==> src/rtl/uart_tx_queue_if.sv <==
// uart_tx_queue_if: producer-side and transmitter-side signals of the UART
// transmit queue, grouped so that the queue and its neighbours share one bundle.
// The slave modport is the queue itself. The master modport is the
// producer/transmitter side that drives wr_en, wr_data and tx_done_tick.
interface uart_tx_queue_if #(
    parameter int DEPTH = 16
);
    localparam int CW = $clog2(DEPTH) + 1;

    logic          wr_en;
    logic [7:0]    wr_data;
    logic          full;
    logic          empty;
    logic [CW-1:0] count;
    logic          tx_start;
    logic [7:0]    din;
    logic          tx_done_tick;
    logic          busy;
    logic          overflow;

    modport master (
        output wr_en, wr_data, tx_done_tick,
        input  full, empty, count, tx_start, din, busy, overflow
    );

    modport slave (
        input  wr_en, wr_data, tx_done_tick,
        output full, empty, count, tx_start, din, busy, overflow
    );
endinterface

==> src/rtl/uart_tx_queue.sv <==
// uart_tx_queue: byte FIFO and launch controller that sits in front of a UART
// transmitter. Queued bytes are presented one at a time on din. A tx_start
// level is raised for each byte, and din is held until tx_done_tick. An
// optional idle gap of GAP_CYCLES clocks follows each byte.
//
// Optional feature: define UART_TXQ_OVERFLOW_EN to build a sticky overflow
// flag that records writes attempted while full. Without it, overflow is tied
// to 0 and such writes are simply dropped.
module uart_tx_queue #(
    parameter int DEPTH      = 16,
    parameter int GAP_CYCLES = 0
) (
    input logic            clk,
    input logic            rst_n,
    uart_tx_queue_if.slave bus
);
    localparam int PW = $clog2(DEPTH);
    localparam int CW = PW + 1;
    // The gap counter only ever holds GAP_CYCLES-1 down to 0.
    localparam int GW = (GAP_CYCLES > 2) ? $clog2(GAP_CYCLES) : 1;

    typedef enum logic [1:0] {
        IDLE = 2'd0,
        SEND = 2'd1,
        GAP  = 2'd2
    } state_t;

    logic [7:0]    mem [DEPTH];
    logic [PW-1:0] wr_ptr;
    logic [PW-1:0] rd_ptr;
    logic [CW-1:0] count;
    state_t        state;
    logic [GW-1:0] gap_cnt;
    logic          tx_start;
    logic          busy;
    logic [7:0]    din;
    logic          full;
    logic          empty;
    logic          push;
    logic          pop;

    // full and empty come only from the registered count. There is no
    // combinational path from wr_en to either flag.
    assign full  = (count == CW'(DEPTH));
    assign empty = (count == '0);

    // full is taken from the pre-edge count, so a pop in the same cycle does
    // not make room for a write to a full queue.
    assign push = bus.wr_en && !full;
    assign pop  = (state == IDLE) && !empty;

    // Storage array. Reset leaves the contents alone because the pointers
    // and count already make them unreachable.
    always_ff @(posedge clk) begin
        if (rst_n && push)
            mem[wr_ptr] <= bus.wr_data;
    end

    // Pointers wrap naturally at DEPTH-1. count tracks the occupancy and
    // excludes the byte currently in flight.
    always_ff @(posedge clk) begin
        if (!rst_n) begin
            wr_ptr <= '0;
            rd_ptr <= '0;
            count  <= '0;
        end else begin
            if (push)
                wr_ptr <= wr_ptr + PW'(1);
            if (pop)
                rd_ptr <= rd_ptr + PW'(1);
            case ({push, pop})
                2'b10:   count <= count + CW'(1);
                2'b01:   count <= count - CW'(1);
                default: count <= count;
            endcase
        end
    end

    // Launch controller. din, tx_start and busy are all registered here.
    always_ff @(posedge clk) begin
        if (!rst_n) begin
            state    <= IDLE;
            gap_cnt  <= '0;
            tx_start <= 1'b0;
            din      <= 8'h00;
            busy     <= 1'b0;
        end else begin
            case (state)
                IDLE: begin
                    if (!empty) begin
                        din      <= mem[rd_ptr];
                        tx_start <= 1'b1;
                        busy     <= 1'b1;
                        state    <= SEND;
                    end
                end
                SEND: begin
                    // din is not touched in this state. It stays put until
                    // the transmitter reports the stop bit.
                    if (bus.tx_done_tick) begin
                        tx_start <= 1'b0;
                        if (GAP_CYCLES == 0) begin
                            busy  <= 1'b0;
                            state <= IDLE;
                        end else begin
                            gap_cnt <= GW'(GAP_CYCLES - 1);
                            state   <= GAP;
                        end
                    end
                end
                GAP: begin
                    if (gap_cnt == '0) begin
                        busy  <= 1'b0;
                        state <= IDLE;
                    end else begin
                        gap_cnt <= gap_cnt - GW'(1);
                    end
                end
                default: begin
                    tx_start <= 1'b0;
                    busy     <= 1'b0;
                    state    <= IDLE;
                end
            endcase
        end
    end

`ifdef UART_TXQ_OVERFLOW_EN
    logic overflow;

    // Sticky record of any write attempted while the queue was full.
    always_ff @(posedge clk) begin
        if (!rst_n)
            overflow <= 1'b0;
        else if (bus.wr_en && full)
            overflow <= 1'b1;
    end

    assign bus.overflow = overflow;
`else
    assign bus.overflow = 1'b0;
`endif

    assign bus.full     = full;
    assign bus.empty    = empty;
    assign bus.count    = count;
    assign bus.tx_start = tx_start;
    assign bus.din      = din;
    assign bus.busy     = busy;
endmodule

==> src/flat_wrapper.sv <==
// flat-port wrapper written by rule: the top's interface ports become plain ports
module uart_tx_queue_flat 
#(
    parameter int DEPTH      = 16,
    parameter int GAP_CYCLES = 0
)
  (clk, rst_n, bus_wr_en, bus_wr_data, bus_tx_done_tick, bus_full, bus_empty, bus_count, bus_tx_start, bus_din, bus_busy, bus_overflow);
  uart_tx_queue_if #(.DEPTH(DEPTH)) bus_i ();
  input logic clk;
  input logic rst_n;
  input wire logic [$bits(bus_i.wr_en)-1:0] bus_wr_en;
  input wire logic [$bits(bus_i.wr_data)-1:0] bus_wr_data;
  input wire logic [$bits(bus_i.tx_done_tick)-1:0] bus_tx_done_tick;
  output wire logic [$bits(bus_i.full)-1:0] bus_full;
  output wire logic [$bits(bus_i.empty)-1:0] bus_empty;
  output wire logic [$bits(bus_i.count)-1:0] bus_count;
  output wire logic [$bits(bus_i.tx_start)-1:0] bus_tx_start;
  output wire logic [$bits(bus_i.din)-1:0] bus_din;
  output wire logic [$bits(bus_i.busy)-1:0] bus_busy;
  output wire logic [$bits(bus_i.overflow)-1:0] bus_overflow;
  assign bus_i.wr_en = bus_wr_en;
  assign bus_i.wr_data = bus_wr_data;
  assign bus_i.tx_done_tick = bus_tx_done_tick;
  assign bus_full = bus_i.full;
  assign bus_empty = bus_i.empty;
  assign bus_count = bus_i.count;
  assign bus_tx_start = bus_i.tx_start;
  assign bus_din = bus_i.din;
  assign bus_busy = bus_i.busy;
  assign bus_overflow = bus_i.overflow;
  uart_tx_queue #(.DEPTH(DEPTH), .GAP_CYCLES(GAP_CYCLES)) u_core (.clk(clk), .rst_n(rst_n), .bus(bus_i));
endmodule
==> config.mk <==
export PLATFORM = sky130hd
export DESIGN_NAME = uart_tx_queue_flat
export DESIGN_NICKNAME = d
export VERILOG_FILES = /design/src/rtl/uart_tx_queue_if.sv /design/src/rtl/uart_tx_queue.sv /design/src/flat_wrapper.sv
export SDC_FILE = /design/constraint.sdc
export NUM_CORES = 1
export LEC_CHECK = 0
export ABC_AREA = 1
export BUFFER_PORTS_ARGS = -buffer_cell sky130_fd_sc_hd__buf_2
export CELL_PAD_IN_SITES_DETAIL_PLACEMENT = 0
export CELL_PAD_IN_SITES_GLOBAL_PLACEMENT = 1
export CORE_MARGIN = 3
export CORE_UTILIZATION = 35
export DETAILED_ROUTE_END_ITERATION = 10
export PLACE_DENSITY = 0.65
export SLEW_MARGIN = 0
export SYNTH_ARGS = -nofsm -noshare
export SYNTH_HDL_FRONTEND = slang
export SYNTH_SLANG_ARGS = --single-unit
==> constraint.sdc <==
create_clock -name clk -period 6.2 [get_ports clk]
set_input_delay 0.93 -clock clk [delete_from_list [all_inputs] [get_ports clk]]
set_output_delay 0.93 -clock clk [all_outputs]
set_load 0.03 [all_outputs]
After elaboration in Yosys (flattened, before gate mapping)
Memories as Yosys holds them, arrays and structs flattened. A register that Yosys moved wholly into a read port is not among the register bits.
Cells that the tools add are included.
{"block": "word_totals", "word_cells": 48, "reg_bits": 18, "n_memories": 1, "ram_bits": 128, "out_inout_bits": 18, "inputBits": 12}
{"block": "op_classes", "n_reduce_logical": 12, "n_eq_ne": 8, "n_addsub": 5, "mux": 13, "bitwise": 2}
{"memory": "u_core.mem", "words": 16, "word_bits": 8, "rd": 1, "rd_ports_with_merged_regs": 1, "wr": 1, "line": "uart_tx_queue.sv:28", "rtl": "logic [7:0] mem [DEPTH];"}
{"operator": "$pmux 5 s2", "n": 1}
{"operator": "$add 4x1->4 const B", "n": 2}
{"operator": "$mux 1", "n": 6}
{"operator": "$mux 2", "n": 3}
{"operator": "$ne 2x2->1 const B", "n": 3}
{"operator": "$pmux 1 s3", "n": 2}
{"operator": "$pmux 2 s3", "n": 1}
{"operator": "$reduce_and 3->1", "n": 2}
{"operator": "$add 5x1->5 const B", "n": 1}
{"operator": "$eq 5x5->1 const B", "n": 1}
{"operator": "$logic_not 5->1", "n": 1}
{"operator": "$sub 5x1->5 const B", "n": 1}
{"operator": "$eq 2x1->1 const B", "n": 2}
{"operator": "$eq 2x2->1 const B", "n": 2}
{"operator": "$logic_and 1x1->1", "n": 3}
{"operator": "$logic_not 1->1", "n": 3}
{"operator": "$logic_not 2->1", "n": 1}
{"operator": "$not 1->1", "n": 2}
{"operator": "$reduce_and 2->1", "n": 1}
{"operator": "$reduce_bool 2->1", "n": 1}
{"operator": "$sub 1x1->1 const B", "n": 1}

Longest topological paths before layout
Gate-level depths: netlist of the first run.
{"block": "depth", "ltp_word": 6, "mapped_depth": 16, "ltp_nobuf": 15}

Worst setup path after synthesis of the first run
Ideal clock, no wire load.
{"block": "synth_timing", "path_type": "flip-flop to flip-flop", "from": "register u_core.count[1] (netlist: u_core.bus.count[1])", "to": "register u_core.count[4] (netlist: u_core.bus.count[4])", "setup_ns": 0.071, "synth_period_minus_slack_ns": 2.401, "path_slack_ns": 3.799, "stages_incl_launch_ff": 16, "required_ns": 6.129, "n_path_buf": 1, "arrival_time_ns": 2.330, "path_cell_list": "dfxtp_1 inv_1 nand4_1 nand2_2 inv_1 buf_4 ha_1 inv_1 fa_1 inv_1 nand2_1 a21boi_0 o21bai_1 nand2_1 nand2_1 a21oi_1"}
{"block": "synth_between", "elab_chain_len": 5, "elab_cells_between_ends": 12, "cone_classes": "add/sub: 2; eq/ne: 3; mux: 1; reduce/logical: 6"}
{"item": "start, declared", "line": "uart_tx_queue.sv:31", "rtl": "logic [CW-1:0] count;"}
{"item": "start signal, assigned", "line": "uart_tx_queue.sv:72", "rtl": "2'b10: count <= count + CW'(1);"}
{"item": "start signal, assigned", "line": "uart_tx_queue.sv:73", "rtl": "2'b01: count <= count - CW'(1);"}
{"item": "start signal, assigned", "line": "uart_tx_queue.sv:74", "rtl": "default: count <= count;"}
{"item": "$eq 5x5->1 / $logic_not 5->1 (equally long branches)", "line": "uart_tx_queue.sv:44, uart_tx_queue.sv:45"}
{"item": "$logic_not 1->1 (on tied branches)", "line": "uart_tx_queue.sv:49, uart_tx_queue.sv:50"}
{"item": "$logic_and 1x1->1 (on tied branches)", "line": "uart_tx_queue.sv:49, uart_tx_queue.sv:50"}
{"item": "$eq 2x1->1 / $eq 2x2->1 (equally long branches)", "line": "uart_tx_queue.sv:71", "rtl": "case ({push, pop})"}
{"item": "$pmux 5 s2 / $reduce_bool 2->1 (equally long branches)"}
Parallel ways exist; a longest one is shown, timed or not.
A chain may end at the register's enable or synchronous reset.

Worst setup path after layout of the first run
{"block": "layout_timing", "from": "register u_core.count[4] (netlist: u_core.bus.count[4])", "to": "register u_core.count[4] (netlist: u_core.bus.count[4])"}
The elaborated chain is that of the path after synthesis.

==> flow_summary_export.csv, run 1 <==
group,metric,value,unit
synth,synth.most_common_cell,"nand2_1",
routing,vias,4527,
synth,synth_top_area_share,0.580,
routing,drt_first_pass_iters,5,
placement,placed_cells,903,
pwr,swShare,0.347,
placement,pre_cts_ws,3.22,ns
setup_path,worstPathMaxFanout,21,
pwr,power.density,416,nW/um^2
timing,skew,0.00753,ns
finish,drive_above_1_share,0.0921,
pwr,leakage,3.20,nW
synth,syn_inst,675,
status,status,"finished, final reports clean",
setup_path,r2r_start,"u_core.bus.count[4]$_SDFFE_PN0P_",
routing,wire_per_inst,17.2,um
setup_path,cp.depth,14,
routing,ant_nets,0,
pwr,p_sw,1.08,mW
timing,finalCritPeriodShare,0.448,
timing,rsz0062_at_grt,"false",
global_route,grt_max_degree,68,
setup_path,critPathSlowestCell,"inv_1",
clock_network,cts_buffers,17,
routing,first_iter_violations,323,
setup_path,crit_buf_inv,4,
global_route,overflow,0,
die,dieWidth,144,um
clock_network,cts_buffer_depth,2,
global_route,grt_first_pass_wirelength,24800,um
clock_network,cts.clk_slew.worst_paths,0.05,ns
setup_path,crit_chain,"inv_1, nand4_1, nand2_2, inv_1, ha_1, inv_1, fa_1, inv_1, nand2_1, a21boi_0, o21bai_1, nand2_1, nand2_1, a21oi_1",
pwr,clkPwrFrac,0.329,
setup_path,reg2reg_depth,14,
synth,avgSynthCellArea,9.81,sq um
pwr,ir_drop,0.207,mV
finish,nets,715,
timing,clock.fmax,360,MHz
setup_path,crit_type,"reg -> reg",
pwr,power_frac_seq,0.381,
clock_network,clock-sinks,150,
placement,routabilityCongestion,0.832,
finish,nFillCells,1759,
setup_path,required,6.54,ns
synth,ys.flop_type,"edfxtp_1",
pwr,intPower,2.03,mW
synth,yosys.area.top_type,"edfxtp_1",
die,initial_core_util,0.362,
timing,drv_slew,0,
setup_path,rrSetupSlack,3.43,ns
global_route,grt_pass1_vias,4587,
synth,ys_async_sr_fraction,0,
die,design.portCount,30,
setup_path,crit_end,"u_core.bus.count[4]$_SDFFE_PN0P_",
global_route,antenna_found_initial,0,
routing,remaining_drc_errors,0,
setup_path,crit_family,"adder cells",
clock_network,cts-root-buf,"clkbuf_16",
synth,yosys_warnings,0,
setup_path,regToRegEndpoint,"u_core.bus.count[4]$_SDFFE_PN0P_",
setup_path,end_kind,"flip-flop",
routing,vias_per_cell,4.84,
synth,synth.area.top_cells,"edfxtp_1 (58%), nand2_1 (13%), nand3_1 (7.0%)",
finish,stdcell_count,935,
clock_network,clk_latency,0.42,ns
die,dieHeight,144,um
clock_network,htreeDepth,4,
synth,ys_seq_area_frac,0.647,
timing,hold_viol,0,
die,rows,49,
setup_path,worstSetupStartpointType,"flip-flop",
timing,tns,0,ns
timing,relSlewSlack,0.255,
clock_network,ctsResizeCount,0,
timing,worst_slack,3.43,ns
setup_path,cp-startpoint,"u_core.bus.count[4]$_SDFFE_PN0P_",
timing,period_needed,2.77,ns
die,core-area,18300,sq um
pwr,combPwrFrac,0.290,
routing,wl,16100,um
flow_run,drv_cap,0,
finish,n_antenna_cell,0,
synth,synth_enable_flop_cells,128,
synth,ys_ff_latch,150,
setup_path,arrival,3.11,ns
die,design.die.area,20600,sq um
clock_network,hold_buffers,0,
clock_network,post-cts-setup-buffers,0,
timing,finalSetupViolCount,0,
global_route,track_usage,0.166,
placement,hpwlAfterDp,10600,um
clock_network,cts_tree,"yes",
synth,synth_cell_type_count,26,
finish,area_growth,13.1,%
synth,synth_area,6620,sq um
placement,io_buffers,28,
setup_path,crit_top_cell,"inv_1",
setup_path,cp_slowest_stage_delay,0.51,ns
synth,synthesis.nets,697,
timing,worst_slew_pin_slew,1.12,ns
synth,synth_commonest_cells,"nand2_1 (221), edfxtp_1 (128), inv_1 (93), nand3_1 (93), nor2_1 (36)",
min_path,holdCritPathClass,"reg -> reg",
logic make-up after synthesis:
kind of cell             share of synthesized area
AND/OR/NAND/NOR                              0.226
flip-flops                                   0.647
buffers and inverters                       0.0828
AO/OA/AOI/OAI                               0.0174
adder cells (fa/ha/maj)                     0.0200
XOR/XNOR                                   0.00661
other                                     0.000566
how the worst min path moves through the flow:
| stage | slack (ns) | cells past startpoint | to | startpoint |
|---|---|---|---|---|
| 3_5_place_dp | 0.50 | 2 | u_core.wr_ptr[3]$_SDFFE_PN0N_ | u_core.wr_ptr[3]$_SDFFE_PN0N_ |
| 2_1_floorplan | 0.47 | 2 | u_core.wr_ptr[3]$_SDFFE_PN0N_ | u_core.wr_ptr[3]$_SDFFE_PN0N_ |
| 6_report | 0.51 | 2 | u_core.wr_ptr[3]$_SDFFE_PN0N_ | u_core.wr_ptr[3]$_SDFFE_PN0N_ |
| 3_3_place_gp | 0.49 | 2 | u_core.wr_ptr[3]$_SDFFE_PN0N_ | u_core.wr_ptr[3]$_SDFFE_PN0N_ |
| 4_1_cts | 0.51 | 2 | u_core.wr_ptr[3]$_SDFFE_PN0N_ | u_core.wr_ptr[3]$_SDFFE_PN0N_ |
| 5_1_grt | 0.53 | 2 | u_core.wr_ptr[3]$_SDFFE_PN0N_ | u_core.wr_ptr[3]$_SDFFE_PN0N_ |
power groups by stage:
stage	combinational [mW]	sequential [mW]	clock (mW)
after floorplan	0.626	1.26	0
after global placement	0.906	1.21	0
after detailed placement	0.908	1.21	0
after CTS	0.913	1.19	1.04
after global routing	1.02	1.19	1.09
final	0.902	1.19	1.02
through the flow:
step | utilization | cell area [sq um] | hold WS, ns | power (mW)
2_1_floorplan | - | 6620 | 0.471 | 1.89
3_3_place_gp | 0.376 | 6880 | 0.494 | 2.11
3_5_place_dp | 0.376 | 6880 | 0.498 | 2.12
4_1_cts | 0.410 | 7490 | 0.505 | 3.14
5_1_grt | 0.410 | 7490 | 0.533 | 3.31
6_report | 0.410 | 7490 | 0.507 | 3.11
layout make-up:
class,count,area [sq um],area share
Clock buffer,25,562,0.0750
Multi-Input combinational cell,398,1790,0.239
Inverter,96,360,0.0481
Clock inverter,7,51.3,0.00685
Sequential cell,150,4290,0.572
Timing Repair Buffer,30,155,0.0207
Tap cell,229,287,0.0383
cells in the final DEF (no fill, tap or decap), types with 2 or more instances in the layout:
| cell type | Yosys | layout |
|---|---|---|
| clkbuf_1 | 3 | 3 |
| nand3_1 | 93 | 93 |
| clkinv_2 | 0 | 2 |
| dfxtp_1 | 22 | 21 |
| clkinv_1 | 2 | 2 |
| clkbuf_16 | 0 | 22 |
| nand2_2 | 3 | 3 |
| nand2_1 | 221 | 221 |
| ha_1 | 9 | 9 |
| nand4_1 | 2 | 2 |
| a21oi_1 | 12 | 12 |
| o21ai_0 | 8 | 8 |
| buf_2 | 15 | 28 |
| clkinvlp_4 | 0 | 2 |
| nor2_1 | 36 | 36 |
| inv_1 | 93 | 93 |
| edfxtp_1 | 128 | 128 |
| buf_4 | 10 | 2 |
| xor2_1 | 4 | 4 |
| clkinv_4 | 0 | 2 |
| nor3_1 | 4 | 4 |
state kept, by name, indices dropped and copies added (netlist names):
| signal | count |
|---|---|
| u_core.bus.busy | 1 |
| u_core.bus.count | 5 |
| u_core.bus.din | 8 |
| u_core.mem | 128 |
| u_core.rd_ptr | 4 |
| u_core.wr_ptr | 4 |
worst register-to-register path, cell delays in order (launching register included):
cell and delay, ns:
dfxtp_1 0.43, inv_1 0.06, nand4_1 0.14, nand2_2 0.11
inv_1 0.51, ha_1 0.39, inv_1 0.08, fa_1 0.40
inv_1 0.07, nand2_1 0.06, a21boi_0 0.15, o21bai_1 0.08
nand2_1 0.06, nand2_1 0.04, a21oi_1 0.11
routing by layer:
metal	routed length (um)	track usage	vias up
met1	6960	0.210	2178
li1	-	-	2213
met5	0	0	-
met3	852	0.0423	18
met4	275	0.0535	0
met2	7970	0.280	118
Note: power is estimated with default switching activity, not from simulation.
==> run 2, diff against run 1 <==
- clock period: 6.2 -> 2.6 ns (I/O delays scaled with it)
==> flow_summary_export.csv, run 2 (same netlist as run 1, synthesis figures left out) <==
group,metric,value,unit
status,status,"finished, final reports clean",
global_route,track_usage,0.159,
pwr,intPower,4.69,mW
clock_network,clk_latency,0.42,ns
global_route,grt_first_pass_wirelength,24000,um
timing,rsz0062_at_grt,"false",
finish,n_antenna_cell,0,
routing,vias_per_cell,4.59,
die,core-area,18300,sq um
global_route,overflow,0,
die,dieWidth,144,um
routing,route.met3.wl,489,um
routing,wl_met1,7320,um
finish,multi_input_area,1790,sq um
pwr,clkPwrFrac,0.307,
clock_network,cts_buffers,17,
routing,vias,4389,
setup_path,arrival,2.61,ns
timing,hold_viol,0,
setup_path,cp-startpoint,"u_core.bus.count[0]$_SDFFE_PN0P_",
timing,worst_slew_pin_slew,0.740,ns
setup_path,r2r_start,"u_core.bus.count[0]$_SDFFE_PN0P_",
setup_path,crit_top_cell,"nand2_1",
global_route,grt_max_degree,67,
finish,nets,737,
placement,routabilityCongestion,0.783,
timing,finalCritPeriodShare,0.871,
pwr,combPwrFrac,0.309,
die,rows,49,
finish,regArea,4290,sq um
die,design.portCount,30,
routing,first_iter_violations,332,
clock_network,cts.clk_slew.worst_paths,0.06,ns
global_route,antenna_found_initial,0,
timing,tns,0,ns
routing,wl,15400,um
timing,period_needed,2.27,ns
setup_path,worstSetupStartpointType,"flip-flop",
routing,remaining_drc_errors,0,
finish,drive_above_1_share,0.120,
timing,skew,0.0121,ns
routing,wl_met2,7220,um
routing,drt_first_pass_iters,4,
clock_network,cts_tree,"yes",
clock_network,hold_buffers,0,
setup_path,crit_type,"reg -> reg",
timing,drv_slew,0,
setup_path,critPathSlowestCell,"fa_1",
timing,clock.fmax,441,MHz
min_path,worstHoldStart,"bus_tx_done_tick",
routing,highest-signal-layer,"met4",
pwr,ir_drop,0.639,mV
timing,relSlewSlack,0.507,
min_path,holdCritPathClass,"in -> reg",
finish,area_growth,14.6,%
finish,mostFrequentLayoutCells,"nand2_1 (221), edfxtp_1 (128), inv_1 (93), nand3_1 (93), nor2_1 (36)",
clock_network,htreeDepth,4,
clock_network,clock-sinks,150,
die,dieHeight,144,um
placement,hpwlAfterDp,9740,um
setup_path,end_kind,"flip-flop",
pwr,swShare,0.359,
setup_path,required,2.95,ns
pwr,power_frac_seq,0.385,
finish,reg.largest.list,"u_core.mem x128, u_core.bus.din x8, u_core.bus.count x5",
placement,io_buffers,28,
global_route,grt_pass1_vias,4302,
clock_network,cts-root-buf,"clkbuf_16",
pwr,p_sw,2.62,mW
routing,wire_per_inst,16.1,um
clock_network,cts_buffer_depth,2,
pwr,leakage,3.29,nW
die,initial_core_util,0.362,
timing,timing.hold.ws,0.265,ns
finish,layout_commonest_cell,"nand2_1",
timing,finalSetupViolCount,0,
setup_path,cp_slowest_stage_delay,0.41,ns
clock_network,post-cts-setup-buffers,0,
setup_path,crit_family,"adder cells",
finish,largest_register_ffs,128,
finish,nFillCells,1796,
setup_path,crit_chain,"nor2_1, nand4_1, nand2_2, ha_1, inv_1, fa_1, inv_1, nand2_1, a21boi_0, o21bai_1, nand2_1, nand2_1, a21oi_1",
flow_run,drv_cap,0,
finish,regMostFlops,"u_core.mem",
clock_network,ctsResizeCount,0,
setup_path,crit_buf_inv,2,
die,design.die.area,20600,sq um
routing,ant_nets,0,
setup_path,worstPathMaxFanout,8,
pwr,power.density,963,nW/um^2
run 2: cell types whose count changed in the layout (fill, tap and decap cells not counted), sizes merged:
cell	delta
clkinvlp	+1
clkbuf	-8
inv	+1
buf	+22
clkinv	+4
bufinv	+1
run 2: metrics by stage:
stage	std cells	area, sq um	utilization	setup WS [ns]	total power, mW
after floorplan	675	6620	-	0.199	4.50
after global placement	925	7050	0.386	0.315	5.18
after detailed placement	925	7050	0.386	0.349	5.17
after CTS	956	7590	0.415	0.306	7.42
after global routing	956	7590	0.415	0.0853	7.80
final	956	7590	0.415	0.335	7.31
run 2: area by class of cell:
cell class	count	share of cell area
Multi-Input combinational cell	398	0.236
Sequential cell	150	0.565
Timing Repair Buffer	52	0.0438
Inverter	96	0.0475
Tap cell	229	0.0377
Clock buffer	17	0.0560
Clock inverter	14	0.0147
run 2: path summary, 6_finish.rpt:
| check | endpoint | slack, ns | depth (start not counted) |
|---|---|---|---|
| worst max-delay path | u_core.bus.count[4]$_SDFFE_PN0P_ | 0.33 | 13 |
| worst min register to register | u_core.wr_ptr[3]$_SDFFE_PN0N_ | 0.51 | 2 |
| worst min-delay path | u_core.bus.busy$_SDFFE_PN0P_ | 0.27 | 4 |
| worst max register to register | u_core.bus.count[4]$_SDFFE_PN0P_ | 0.33 | 13 |
run 2: metal layers:
metal,GRT usage,vias up
li1,-,2254
met1,0.214,2047
met2,0.251,65
met3,0.0316,23
met4,0.0674,0
met5,0,-
run 2: power groups by stage:
| stage | registers [mW] | clock network (mW) | logic [mW] |
|---|---|---|---|
| after global placement | 2.86 | 0 | 2.32 |
| final | 2.81 | 2.24 | 2.26 |
| after floorplan | 3.01 | 0 | 1.49 |
| after detailed placement | 2.86 | 0 | 2.30 |
| after CTS | 2.81 | 2.30 | 2.31 |
| after global routing | 2.83 | 2.41 | 2.56 |
run 2: worst register-to-register path, stage by stage (launching register included):
cell and delay [ns]:
dfxtp_1 0.34, nor2_1 0.15, nand4_1 0.13, nand2_2 0.17, ha_1 0.31, inv_1 0.08, fa_1 0.41, inv_1 0.07
nand2_1 0.06, a21boi_0 0.18, o21bai_1 0.08, nand2_1 0.06, nand2_1 0.05, a21oi_1 0.11
==> run 3, diff against run 2 <==
- CORE_UTILIZATION: 35 -> 48
- PLACE_DENSITY: 0.65 -> 0.83
==> flow_summary_export.csv, run 3 (same netlist as run 1, synthesis figures left out) <==
group,metric,value,unit
clock_network,cts.clk_slew.worst_paths,0.06,ns
clock_network,htreeDepth,4,
routing,drt_first_pass_iters,5,
global_route,track_usage,0.210,
pwr,power_frac_seq,0.389,
routing,remaining_drc_errors,0,
finish,regMostFlops,"u_core.mem",
clock_network,clock-sinks,150,
finish,layout_commonest_cell,"nand2_1",
timing,timing.hold.ws,0.250,ns
timing,hold_viol,0,
setup_path,crit_top_cell,"nand2_1",
timing,drv_slew,0,
setup_path,crit_family,"adder cells",
timing,tns,0,ns
setup_path,worstPathMaxFanout,8,
pwr,leakage,3.29,nW
timing,finalCritPeriodShare,0.884,
setup_path,crit_chain,"nor2_1, nand4_1, nand2_2, ha_1, inv_1, fa_1, inv_1, nand2_1, a21boi_0, o21bai_1, nand2_1, nand2_1, a21oi_1",
clock_network,cts_buffers,17,
flow_run,drv_cap,0,
clock_network,cts-root-buf,"clkbuf_16",
pwr,swShare,0.345,
routing,wire_per_inst,16.4,um
clock_network,ctsResizeCount,0,
setup_path,critPathSlowestCell,"fa_1",
global_route,grt_max_degree,67,
finish,n_antenna_cell,0,
timing,skew,0.00771,ns
finish,drive_above_1_share,0.111,
status,status,"finished, final reports clean",
die,rows,42,
finish,reg.largest.list,"u_core.mem x128, u_core.bus.din x8, u_core.bus.count x5",
die,dieWidth,123,um
clock_network,post-cts-setup-buffers,0,
placement,io_buffers,28,
timing,worst_slew_pin_slew,0.698,ns
setup_path,cp_slowest_stage_delay,0.41,ns
timing,finalSetupViolCount,0,
clock_network,cts_tree,"yes",
die,design.portCount,30,
finish,nets,736,
finish,area_growth,13.9,%
timing,period_needed,2.30,ns
finish,nFillCells,1150,
pwr,combPwrFrac,0.297,
global_route,grt_first_pass_wirelength,23100,um
die,design.die.area,15200,sq um
routing,vias,4551,
clock_network,hold_buffers,0,
setup_path,cp-startpoint,"u_core.bus.count[0]$_SDFFE_PN0P_",
clock_network,clk_latency,0.43,ns
global_route,grt_pass1_vias,4299,
placement,hpwlAfterDp,9020,um
pwr,p_sw,2.52,mW
setup_path,r2r_start,"u_core.bus.count[0]$_SDFFE_PN0P_",
die,initial_core_util,0.496,
die,dieHeight,123,um
min_path,worstHoldStart,"bus_tx_done_tick",
routing,ant_nets,0,
die,core-area,13300,sq um
global_route,antenna_found_initial,0,
placement,routabilityCongestion,0.872,
routing,vias_per_cell,5.04,
min_path,holdCritPathClass,"in -> reg",
finish,largest_register_ffs,128,
setup_path,arrival,2.66,ns
routing,wl,14800,um
routing,first_iter_violations,372,
finish,mostFrequentLayoutCells,"nand2_1 (221), edfxtp_1 (128), inv_1 (93), nand3_1 (93), nor2_1 (36)",
finish,multi_input_area,1790,sq um
timing,clock.fmax,435,MHz
pwr,clkPwrFrac,0.314,
setup_path,end_kind,"flip-flop",
setup_path,crit_type,"reg -> reg",
timing,rsz0062_at_grt,"false",
setup_path,crit_buf_inv,2,
finish,regArea,4290,sq um
setup_path,worstSetupStartpointType,"flip-flop",
pwr,ir_drop,0.594,mV
clock_network,cts_buffer_depth,2,
global_route,overflow,0,
setup_path,required,2.96,ns
timing,relSlewSlack,0.533,
pwr,intPower,4.78,mW
pwr,power.density,968,nW/um^2
[run 3: cell count changes in the layout (fill, tap and decap cells not counted)]
| cell | delta |
|---|---|
| clkinv_4 | -1 |
| buf_4 | -2 |
| clkinv_2 | -3 |
| buf_12 | +1 |
| bufinv_16 | +1 |
| clkinv_1 | +3 |
| inv_6 | -2 |
| clkbuf_1 | +3 |
[run 3: final timing paths]
check	endpoint	slack [ns]	cells past startpoint
worst max-delay path	u_core.bus.count[4]$_SDFFE_PN0P_	0.30	13
worst min-delay path	u_core.bus.busy$_SDFFE_PN0P_	0.25	4
worst max register to register	u_core.bus.count[4]$_SDFFE_PN0P_	0.30	13
worst min register to register	u_core.wr_ptr[3]$_SDFFE_PN0N_	0.51	2
[run 3: final cells by class]
| type | instances | share of cell area |
|---|---|---|
| flip-flops and latches | 150 | 0.568 |
| multi-input cells | 398 | 0.237 |
| clock buffers | 20 | 0.0579 |
| inverters | 96 | 0.0478 |
| repair buffers | 51 | 0.0448 |
| well taps | 176 | 0.0292 |
| clock inverters | 12 | 0.0148 |
[run 3: power by group through the flow]
stage | combinational, mW | clock (mW) | sequential, mW
global route | 2.45 | 2.42 | 2.85
floorplan | 1.49 | 0 | 3.01
CTS | 2.19 | 2.33 | 2.84
global placement | 2.15 | 0 | 2.88
detailed placement | 2.17 | 0 | 2.89
finish | 2.17 | 2.29 | 2.84
[run 3: through the flow]
| stage | instance area [sq um] | worst slack (ns) | util | cells | total power, mW |
|---|---|---|---|---|---|
| 3_5_place_dp | 6990 | 0.349 | 0.524 | 871 | 5.06 |
| 5_1_grt | 7540 | 0.0991 | 0.565 | 903 | 7.72 |
| 3_3_place_gp | 6990 | 0.433 | 0.524 | 871 | 5.03 |
| 4_1_cts | 7540 | 0.328 | 0.565 | 903 | 7.36 |
| 2_1_floorplan | 6620 | 0.199 | - | 675 | 4.50 |
| 6_report | 7540 | 0.302 | 0.565 | 903 | 7.30 |
[run 3: worst reg2reg max path, delay by kind of cell, from the launching register on]
kind	cells	cell delay [ns]
and+or+nand+nor	6	0.64
adders and majority gates	2	0.71
buffers and inverters	2	0.16
DFF	1	0.33
AOI/OAI and AO/OA	3	0.38
[run 3: layer usage]
layer / global-route usage / wire length, um / part of all wire
met5: 0 / 0 / 0
met4: 0.0768 / 203 / 0.014
met3: 0.0544 / 958 / 0.065
met2: 0.334 / 7190 / 0.49
met1: 0.280 / 6470 / 0.44
